--- config.mk ---
export PLATFORM = sky130hd
export DESIGN_NAME = vec_burst_write_master
export DESIGN_NICKNAME = d
export VERILOG_FILES = /design/src/rtl/vec_burst_write_master.sv
export SDC_FILE = /design/constraint.sdc
export NUM_CORES = 1
export LEC_CHECK = 0
export CELL_PAD_IN_SITES_DETAIL_PLACEMENT = 0
export CELL_PAD_IN_SITES_GLOBAL_PLACEMENT = 1
export CORE_ASPECT_RATIO = 1.2
export CORE_MARGIN = 2
export CORE_UTILIZATION = 50
export DETAILED_ROUTE_END_ITERATION = 8
export PLACE_DENSITY_LB_ADDON = 0.1
export SLEW_MARGIN = 40
export SYNTH_ARGS = -nofsm -noshare
export SYNTH_HDL_FRONTEND = slang
export SYNTH_SLANG_ARGS = --single-unit
--- constraint.sdc ---
create_clock -name clock -period 5.22 [get_ports clock]
set_clock_uncertainty 0.1 [all_clocks]
set_input_delay 0.522 -clock clock [delete_from_list [all_inputs] [get_ports clock]]
set_output_delay 0.522 -clock clock [all_outputs]
set_load 0.02 [all_outputs]
--- src/rtl/vec_burst_write_master.sv ---
// rtl/vec_burst_write_master.sv - Avalon-MM burst write master draining a buffered producer stream to SDRAM
module vec_burst_write_master #(
    parameter int FIFO_DEPTH = 16,
    parameter int MAX_BURST  = 8
) (
    input  logic        clock,
    input  logic        resetn,
    input  logic        chipselect,
    input  logic        read,
    input  logic        write,
    input  logic [2:0]  address,
    input  logic [31:0] writedata,
    output logic [31:0] readdata,
    input  logic        in_valid,
    input  logic [31:0] in_data,
    output logic        in_ready,
    output logic [31:0] avm_address,
    output logic        avm_write,
    output logic [31:0] avm_writedata,
    output logic [3:0]  avm_byteenable,
    output logic [7:0]  avm_burstcount,
    input  logic        avm_waitrequest
);

    localparam int AW = $clog2(FIFO_DEPTH);
    localparam int CW = AW + 1;
    localparam logic [CW-1:0] FULL_COUNT  = CW'(FIFO_DEPTH);
    localparam logic [31:0]   MAX_BURST_W = 32'(MAX_BURST);
    localparam logic [7:0]    MAX_BURST_B = 8'(MAX_BURST);

    typedef enum logic [1:0] {
        S_IDLE,
        S_WAIT,
        S_BURST,
        S_DONE
    } state_t;

    state_t        state;

    logic [31:0]   len_reg;
    logic [31:0]   base_reg;
    logic [31:0]   words_written;
    logic [31:0]   rem_in;
    logic [31:0]   rem_out;
    logic [31:0]   cur_addr;
    logic          done;
    logic [7:0]    beat_cnt;

    logic [31:0]   fifo_mem [FIFO_DEPTH];
    logic [AW-1:0] wr_ptr;
    logic [AW-1:0] rd_ptr;
    logic [CW-1:0] fifo_count;

    logic          busy;
    logic          csr_wr;
    logic          start;
    logic          push;
    logic          pop;
    logic [7:0]    blen;

    assign busy           = (state == S_WAIT) || (state == S_BURST);
    assign csr_wr         = chipselect & write;
    assign start          = csr_wr && (address == 3'd0);
    // Never take more words than remain in the transfer, and never overrun the buffer.
    assign in_ready       = busy && (rem_in != 32'd0) && (fifo_count != FULL_COUNT);
    assign push           = in_valid & in_ready;
    // avm_write is only high in BURST, so this is exactly an accepted beat.
    assign pop            = avm_write & ~avm_waitrequest;
    assign blen           = (rem_out > MAX_BURST_W) ? MAX_BURST_B : rem_out[7:0];
    assign avm_byteenable = 4'b1111;
    // Head of the buffer; it only moves on an accepted beat, so it is stable while stalled.
    assign avm_writedata  = avm_write ? fifo_mem[rd_ptr] : 32'd0;

    // CSR read mux, zero unless a read is actually selected
    always_comb begin
        readdata = 32'd0;
        if (chipselect && read) begin
            case (address)
                3'd0:    readdata = {30'd0, done, busy};
                3'd1:    readdata = len_reg;
                3'd2:    readdata = base_reg;
                3'd3:    readdata = words_written;
                default: readdata = 32'd0;
            endcase
        end
    end

    // Buffer storage; contents need no reset because pointers define validity
    always_ff @(posedge clock) begin
        if (push) begin
            fifo_mem[wr_ptr] <= in_data;
        end
    end

    // Buffer pointers and occupancy
    always_ff @(posedge clock) begin
        if (!resetn) begin
            wr_ptr     <= '0;
            rd_ptr     <= '0;
            fifo_count <= '0;
        end else begin
            if (push) begin
                wr_ptr <= wr_ptr + AW'(1);
            end
            if (pop) begin
                rd_ptr <= rd_ptr + AW'(1);
            end
            case ({push, pop})
                2'b10:   fifo_count <= fifo_count + CW'(1);
                2'b01:   fifo_count <= fifo_count - CW'(1);
                default: fifo_count <= fifo_count;
            endcase
        end
    end

    // Control FSM with CSR registers, transfer counters and registered bus outputs
    always_ff @(posedge clock) begin
        if (!resetn) begin
            state          <= S_IDLE;
            len_reg        <= 32'd0;
            base_reg       <= 32'd0;
            words_written  <= 32'd0;
            rem_in         <= 32'd0;
            rem_out        <= 32'd0;
            cur_addr       <= 32'd0;
            done           <= 1'b0;
            beat_cnt       <= 8'd0;
            avm_write      <= 1'b0;
            avm_address    <= 32'd0;
            avm_burstcount <= 8'd0;
        end else begin
            if (push) begin
                rem_in <= rem_in - 32'd1;
            end
            if (csr_wr && !busy && (address == 3'd1)) begin
                len_reg <= writedata;
            end
            if (csr_wr && !busy && (address == 3'd2)) begin
                base_reg <= {writedata[31:2], 2'b00};
            end

            case (state)
                S_IDLE, S_DONE: begin
                    state <= S_IDLE;
                    if (start) begin
                        if (len_reg != 32'd0) begin
                            rem_in        <= len_reg;
                            rem_out       <= len_reg;
                            cur_addr      <= base_reg;
                            words_written <= 32'd0;
                            done          <= 1'b0;
                            state         <= S_WAIT;
                        end else begin
                            done <= 1'b1;
                        end
                    end
                end

                S_WAIT: begin
                    // Launch only once every beat of the burst is already buffered.
                    if (32'(fifo_count) >= 32'(blen)) begin
                        avm_address    <= cur_addr;
                        avm_burstcount <= blen;
                        beat_cnt       <= blen;
                        avm_write      <= 1'b1;
                        state          <= S_BURST;
                    end
                end

                S_BURST: begin
                    if (!avm_waitrequest) begin
                        beat_cnt      <= beat_cnt - 8'd1;
                        rem_out       <= rem_out - 32'd1;
                        words_written <= words_written + 32'd1;
                        if (beat_cnt == 8'd1) begin
                            avm_write <= 1'b0;
                            cur_addr  <= cur_addr + {22'd0, avm_burstcount, 2'b00};
                            if (rem_out == 32'd1) begin
                                done  <= 1'b1;
                                state <= S_DONE;
                            end else begin
                                state <= S_WAIT;
                            end
                        end
                    end
                end

                default: state <= S_IDLE;
            endcase
        end
    end

endmodule

After elaboration in Yosys (flattened, before gate mapping). Memories as Yosys holds them, arrays and structs flattened. A register that Yosys moved wholly into a read port is not among the register bits. Cells that the tools add are included.

Add/subtract/negate cells: 9. Magnitude comparators: 2. Equal/unequal tests: 17. Mux-type cells: 46. Bitwise operators: 4. Reductions and logical operators: 24.

Operators by type and width (number): $mux W32 (16); $pmux W32 S2 (3); $pmux W32 S4 (1); $reduce_bool A32 Y1 (2); $sub A32 B1 Y32 const B (2); $add A32 B1 Y32 const B (1); $add A32 B10 Y32 (1); $eq A32 B1 Y1 const B (1); $gt A32 B4 Y1 const B (1); $mux W8 (3); $pmux W8 S2 (1); $mux W1 (12); $pmux W5 S2 (1); $reduce_and A5 Y1 (2); $add A4 B1 Y4 const B (2); $eq A8 B1 Y1 const B (1); $ge A5 B8 Y1 (1); $mux W2 (4); $mux W4 (2); $reduce_and A4 Y1 (2); $sub A8 B1 Y8 const B (1); $logic_and A1 B1 Y1 (7); $eq A2 B2 Y1 const B (3); $eq A3 B2 Y1 const B (2); 19 further kinds (30).

Bits in registers: 255. Bits in writable memories: 512. Bits of input ports: 74. Output and inout bits: 110. Logic and storage cells: 118. Memories kept: 1.

Memory list: fifo_mem (words 16, width 32, read ports 1, clocked after Yosys merged registers in 1, wr ports 1, line 49) `logic [31:0] fifo_mem [FIFO_DEPTH];`.

Depth between registers and ports, before layout. Gate-level depths: netlist of the first run.

Depth in word-level cells: 9. Depth in mapped cells: 16. Depth with buffers taken out: 15.

Worst setup path before layout of the first run. No wires, ideal clock.

Path kind: register to register. From: register state[0]. To: memory fifo_mem[3][0], enable pin. Setup time: 0.461 ns. Arrival: 3.795 ns. Required time: 4.659 ns. Setup slack: 0.864 ns. Cell stages (with the launch flop): 9. Buffers on the path: 1. Clock period less this slack: 4.356 ns. Cells stage by stage: dfxtp_1 > inv_1 > ha_1 > clkbuf_1 > inv_1 > o211ai_1 > a31oi_1 > nand2_1 > nor3_1.

Longest elaborated chain between the ends: 7. Elaborated cells between the ends (all ways): 8.

Ends and longest elaborated chain: start, declared (line 38) `state_t state;`; start signal, assigned (line 119) `state <= S_IDLE;`; start signal, assigned (line 144) `state <= S_IDLE;`; start signal, assigned (line 152) `state <= S_WAIT;`; $eq A2 B1 Y1 / $eq A2 B2 Y1 (equally long branches) (line 61) `assign busy = (state == S_WAIT) || (state == S_BURST);`; $logic_or A1 B1 Y1 (*) (line 61); $logic_and A1 B1 Y1 (*) (2 in series) (line 65) `assign in_ready = busy && (rem_in != 32'd0) && (fifo_count != FULL_COUNT);`; $and A1 B1 Y1 (*) (line 66) `assign push = in_valid & in_ready;`; $mux W1 (*) (line 90) `if (push) begin`; $mux W1 (not written as such) (*) (line 91) `fifo_mem[wr_ptr] <= in_data;`; end, declared (line 49).

Mark *: on every way between the ends. The rest lies on a longest branch, timed or not.

==> impl_metrics.py, run 1 <==
metrics = {
    "status": {
        "outcome": "complete, no violations",
    },
    "routing": {
        "drtIter0Drc": 1647,
        "routedWlPerCell_um": 25.1,
        "num_vias": 21700,
        "drc": 0,
        "ant_nets": 0,
        "first_pass_iters": 5,
        "wirelength_um": 88600,
        "viasPerCell": 6.13,
    },
    "power_and_ir_drop": {
        "finalPower_w": 0.0125,
        "power.density_nw_per_um2": 326,
        "leakage_nw": 12.2,
        "ir_drop_uv": 256,
    },
    "clock_tree": {
        "tritoncts.num_buffers": 77,
        "clock_path_buffers": 3,
        "cts_setup_buffers": 0,
        "cts_tree": "yes",
        "clkTransAtPathRegs_ps": 60,
        "cts-root-buf": "clkbuf_16",
        "ctsResizeCount": 0,
        "clock-sinks": 767,
        "worstSkewPairLatency_ps": 630,
        "cts-hold-fix-buffers": 0,
        "htree_levels": 3,
    },
    "setup_path": {
        "crit_type": "reg -> out",
        "crit_path_max_fanout": 28,
        "critPathSlowestCell": "dfxtp_4",
        "worst-r2r-cell-count": 14,
        "critical-path-max-stage-delay_ps": 710,
        "crit_top_cell": "mux4_2",
        "regToRegStartpoint": "rem_in[24]$_SDFF_PN0_",
        "required_ps": 4600,
        "crit_chain": "buf_4, mux4_2, mux4_2, and2_1, clkdlybuf4s50_1",
        "cp-start-kind": "register",
        "end_kind": "primary output",
        "arrival_ps": 3630,
    },
    "floorplanning": {
        "core_sq_um": 65600,
        "rows": 103,
        "initial_core_util_pct": 50.4,
        "die-area_sq_um": 68200,
        "dieHeight_um": 286,
        "die_x_um": 239,
        "pin_count": 184,
    },
    "hold_path": {
        "hold_depth": 2,
        "min_from": "rem_out[30]$_SDFFE_PN0P_",
        "hp-class": "reg -> reg",
    },
    "yosys": {
        "syn_area_sq_um": 33100,
        "synth.avg_cell_area_sq_um": 13.3,
        "synth-simple-area-share_pct": 10.6,
        "synth_cells": 2489,
        "synth_cell_types": 87,
        "synth-edff-count": 512,
        "yosys_warnings": 0,
        "synth_fa_ha_area_share_pct": 1.33,
        "ys_seq_elements": 767,
        "synth_ff_type": "edfxtp_1",
        "async_reset_ff_share_pct": 0,
        "synthMuxAreaShare_pct": 12.4,
        "yosys.area_share.xor_xnor_pct": 1.14,
        "synth_top_family_by_area": "multiplexers",
        "ys_seq_area_share_pct": 62.0,
        "synth_compound_area_share_pct": 10.1,
    },
    "layout": {
        "nets": 2739,
        "top_register": "fifo_mem",
        "area_delta_synth_final_pct": 16.0,
        "largest_register_ff_count": 512,
        "utilization_pct": 58.5,
        "drive_above_1_share_pct": 15.7,
    },
    "sta": {
        "tns_ps": 0,
        "slew_headroom_pct": 44.2,
        "tightest_slew_ps": 838,
        "finalHoldViolations": 0,
        "rsz0062_at_grt": "false",
        "fin_crit_ps": 4250,
        "period_share_pct": 81.5,
        "slew_viol_final": 0,
        "max_freq_mhz": 235,
        "whs_ps": 361,
        "setup_viol": 0,
    },
    "grt": {
        "grt_max_degree": 94,
        "overflow": 0,
        "grt_pass1_vias": 21700,
        "grt_pass1_wl_um": 133000,
        "grt_antenna_before_repair": 1,
        "grt_usage_pct": 26.1,
    },
    "placed_design": {
        "gp_congestion": 0.846,
        "dp_hpwl_um": 55000,
        "portBuffers": 177,
    },
    "flow_run": {
        "maxCapViolations": 0,
    },
}
## path summary, 6_finish.rpt
kind	end	slack (ps)
setup / recovery	avm_writedata[3]	970
hold / removal	rem_out[30]$_SDFFE_PN0P_	360
setup reg to reg	fifo_count[4]$_SDFFE_PN0P_	1250
hold reg to reg	rem_out[30]$_SDFFE_PN0P_	360
## layer usage
layer  global-route usage, %  share of wire (%)
met2                    47.0                 53
met3                    2.99                4.9
met1                    32.0                 38
met4                    10.6                3.8
met5                       0                  0
## cell usage after synthesis (20+ instances only)
| cell type | instances | area (sq um) |
|---|---|---|
| edfxtp_1 | 512 | 15400 |
| dfxtp_1 | 255 | 5100 |
| nand2_1 | 231 | 867 |
| a21oi_1 | 215 | 1080 |
| mux4_2 | 160 | 3600 |
| nor2_1 | 133 | 499 |
| clkbuf_1 | 129 | 484 |
| o21ai_0 | 100 | 500 |
| nand3_1 | 72 | 360 |
| and2_1 | 38 | 238 |
| nor3_1 | 37 | 185 |
| and3_1 | 36 | 225 |
| a22oi_1 | 34 | 255 |
| inv_1 | 34 | 128 |
| ha_1 | 32 | 400 |
| nor4_1 | 31 | 194 |
| mux2_2 | 30 | 338 |
| xnor2_1 | 30 | 263 |
| or3_1 | 23 | 144 |
| buf_1 | 22 | 82.6 |
| a31oi_1 | 20 | 125 |
## layout make-up
| type | instances | area (sq um) |
|---|---|---|
| clock buffer | 93 | 2020 |
| fill | 5166 | 27300 |
| multi-input combinational | 1521 | 11900 |
| clock inverter | 49 | 541 |
| sequential | 767 | 20500 |
| timing repair buffer | 229 | 2210 |
| antenna | 1 | 2.50 |
| inverter | 35 | 136 |
| tap | 840 | 1050 |
## kinds of logic (layout without fill, tap and decap cells)
kind of cell,Yosys count,count (layout)
multiplexers,206,206
XOR/XNOR,43,43
adder cells (fa/ha/maj),34,34
AND/OR/NAND/NOR,706,706
buffers and inverters,206,406
other,2,8
AO/OA/AOI/OAI,525,525
flip-flops,767,767
## stage by stage
step | instance area (sq um) | cells | worst slack (ps)
after CTS | 38300 | 3533 | 827
after detailed placement | 35800 | 3391 | 1210
after global placement | 35700 | 3391 | 1160
after floorplan | 33100 | 2494 | 864
final | 38300 | 3535 | 966
after global routing | 38300 | 3534 | 723
## power breakdown
group | total (W) | internal (W) | switching, W
Sequential | 0.00651 | 0.00648 | 0.0000259
Combinational | 0.000359 | 0.000123 | 0.000236
Clock | 0.00562 | 0.00323 | 0.00239
Total | 0.0125 | 0.00984 | 0.00265
## critical path: cells and delay by family, from the launching register on
| family | cells | cell delay (ps) |
|---|---|---|
| mux | 2 | 1040 |
| simple gates | 1 | 210 |
| buf+inv | 2 | 1040 |
| flops | 1 | 710 |
## layout by cell type (no fill, tap or decap), types with 19 or more instances in the layout
cell type | Yosys | final
a31oi_1 | 20 | 19
a21oi_1 | 215 | 215
o31ai_1 | 19 | 19
dfxtp_1 | 255 | 251
clkbuf_16 | 0 | 78
nor2_1 | 133 | 132
o21ai_0 | 100 | 99
nor4_1 | 31 | 30
inv_1 | 34 | 33
and2_1 | 38 | 38
and3_1 | 36 | 20
buf_4 | 6 | 47
xnor2_1 | 30 | 30
nand2_1 | 231 | 231
edfxtp_1 | 512 | 512
mux4_2 | 160 | 160
a22oi_1 | 34 | 34
clkdlybuf4s50_1 | 0 | 176
nand3_1 | 72 | 72
mux2_2 | 30 | 30
ha_1 | 32 | 31
nor3_1 | 37 | 36
or3_1 | 23 | 23
Note: power is estimated with default switching activity, not from simulation.
==> run 2, diff against run 1 <==
Clock period 5.22 ns to 4.3 ns, I/O delays scaled along.
==> run 2 against run 1 <==
Effect of this change: combinational power up 26%; clock-buffer cell count up 8; utilization up 0.43 points; largest cell class unchanged; sequential power up 21%; wire length up 0.16%; register-to-register slack worse by 850 ps; die area unchanged; clock power up 22%; first-iteration DRC count up 2.9%; worst setup slack worse by 570 ps.
==> impl_metrics.py, run 2 (synthesis gave the netlist of run 1 again) <==
metrics = {
    "clock_tree": {
        "worstSkewPairLatency_ps": 620,
        "tritoncts.num_buffers": 76,
        "ctsResizeCount": 0,
        "cts_tree": "yes",
        "clock-sinks": 767,
        "clock_path_buffers": 3,
        "cts_setup_buffers": 0,
        "cts-root-buf": "clkbuf_16",
        "clkTransAtPathRegs_ps": 60,
        "cts-hold-fix-buffers": 0,
        "htree_levels": 3,
    },
    "routing": {
        "ant_nets": 0,
        "routedWlPerCell_um": 24.9,
        "num_vias": 22000,
        "wirelength_um": 88800,
        "drc": 0,
        "drtIter0Drc": 1695,
        "first_pass_iters": 5,
        "viasPerCell": 6.17,
    },
    "setup_path": {
        "crit_chain": "nor4_1, nand3_1, a2111oi_4, and2_1, ha_1, nand2b_1, a21o_1, a2111o_1, o2111ai_1, buf_4, nor3b_1, o21a_1",
        "reg2reg_to": "beat_cnt[0]$_SDFFE_PN0P_",
        "critical-path-max-stage-delay_ps": 520,
        "ff2ff_setup_slack_ps": 400,
        "critPathSlowestCell": "nor4_1",
        "crit_type": "reg -> reg",
        "crit_cells": 12,
        "worst-r2r-cell-count": 12,
        "critPathBufInv": 1,
        "end_kind": "register",
        "arrival_ps": 4300,
        "regToRegStartpoint": "rem_out[8]$_SDFFE_PN0P_",
        "crit_family": "compound AO/OA/AOI/OAI gates",
        "cp-start-kind": "register",
        "required_ps": 4700,
        "crit_path_max_fanout": 11,
    },
    "flow_run": {
        "maxCapViolations": 0,
    },
    "sta": {
        "rsz0062_at_grt": "false",
        "max_freq_mhz": 256,
        "fin_crit_ps": 3900,
        "slew_viol_final": 0,
        "setup_slack_ps": 398,
        "setup_viol": 0,
        "finalHoldViolations": 0,
        "tightest_slew_ps": 829,
        "slew_headroom_pct": 43.3,
        "period_share_pct": 90.7,
        "tns_ps": 0,
    },
    "placed_design": {
        "gp_congestion": 0.889,
        "place_ws_ps": 439,
        "dp_hpwl_um": 56900,
        "portBuffers": 177,
    },
    "layout": {
        "n_antenna_cell": 0,
        "top_register": "fifo_mem",
        "largest_register_ff_count": 512,
        "final_common_cell": "edfxtp_1",
        "drive_above_1_share_pct": 16.7,
        "nets": 2767,
        "final_cell_mix": "512 x edfxtp_1, 251 x dfxtp_1, 231 x nand2_1",
        "fillers": 5206,
        "area_delta_synth_final_pct": 16.9,
    },
    "grt": {
        "grt_pass1_vias": 22000,
        "overflow": 0,
        "grt_max_degree": 80,
        "grt_antenna_before_repair": 1,
        "grt_usage_pct": 26.1,
        "grt_pass1_wl_um": 134000,
    },
    "power_and_ir_drop": {
        "leakage_nw": 12.4,
        "power.density_nw_per_um2": 393,
        "ir_drop_uv": 319,
    },
    "floorplanning": {
        "die_x_um": 239,
        "dieHeight_um": 286,
        "core_sq_um": 65600,
        "die-area_sq_um": 68200,
        "initial_core_util_pct": 50.4,
        "pin_count": 184,
        "rows": 103,
    },
    "hold_path": {
        "min_from": "resetn",
        "hold_depth": 3,
        "hp-class": "in -> reg",
        "holdPathEnd": "rem_in[19]$_SDFF_PN0_",
    },
    "status": {
        "outcome": "complete, no violations",
    },
}
## run 2: through the flow
step           total power, W  std cells  hold WS (ps)  cell area, sq um  utilization, %
6_report               0.0152       3559           214             38600            58.9
4_1_cts                0.0153       3559           177             38600            58.9
3_5_place_dp          0.00850       3421           364             36100            55.0
2_1_floorplan         0.00827       2494           331             33100               -
5_1_grt                0.0156       3559           240             38600            58.9
3_3_place_gp          0.00849       3420           349             36000            54.9
## run 2: final cells by class
class | count | area (sq um) | share of cell area [%]
inverter | 35 | 134 | 0.347
clock inverter | 37 | 444 | 1.15
tap | 840 | 1050 | 2.72
multi-input combinational | 1521 | 11900 | 30.8
timing repair buffer | 258 | 2520 | 6.52
sequential | 767 | 20500 | 53.0
clock buffer | 101 | 2110 | 5.45
## run 2: how the worst max path moves through the flow
stage,from,slack (ps),to
final,rem_out[8]$_SDFFE_PN0P_,400,beat_cnt[0]$_SDFFE_PN0P_
after global routing,rem_out[8]$_SDFFE_PN0P_,150,beat_cnt[0]$_SDFFE_PN0P_
after CTS,register,300,avm_writedata[2]
after detailed placement,rem_out[8]$_SDFFE_PN0P_,440,beat_cnt[0]$_SDFFE_PN0P_
after global placement,rem_out[8]$_SDFFE_PN0P_,500,beat_cnt[0]$_SDFFE_PN0P_
after floorplan,rem_out[18]$_SDFFE_PN0P_,730,beat_cnt[0]$_SDFFE_PN0P_
## run 2: layer usage
layer	global-route usage, %	vias to the layer above	wire length, um
li1	-	9948	-
met1	32.4	11200	34600
met2	46.1	676	46100
met3	3.12	167	4340
met4	11.5	2	3770
met5	0	-	13
## run 2: power breakdown
group | leakage [nW] | total [W] | internal, W | switching, W
Sequential | 6.66 | 0.00790 | 0.00787 | 0.0000279
Clock | 1.25 | 0.00683 | 0.00401 | 0.00283
Combinational | 4.49 | 0.000454 | 0.000157 | 0.000297
## run 2: tightest hold or removal path, cell delays in order
cell     delay [ps]
buf_2           260
o21ai_0         140
a21oi_1          40
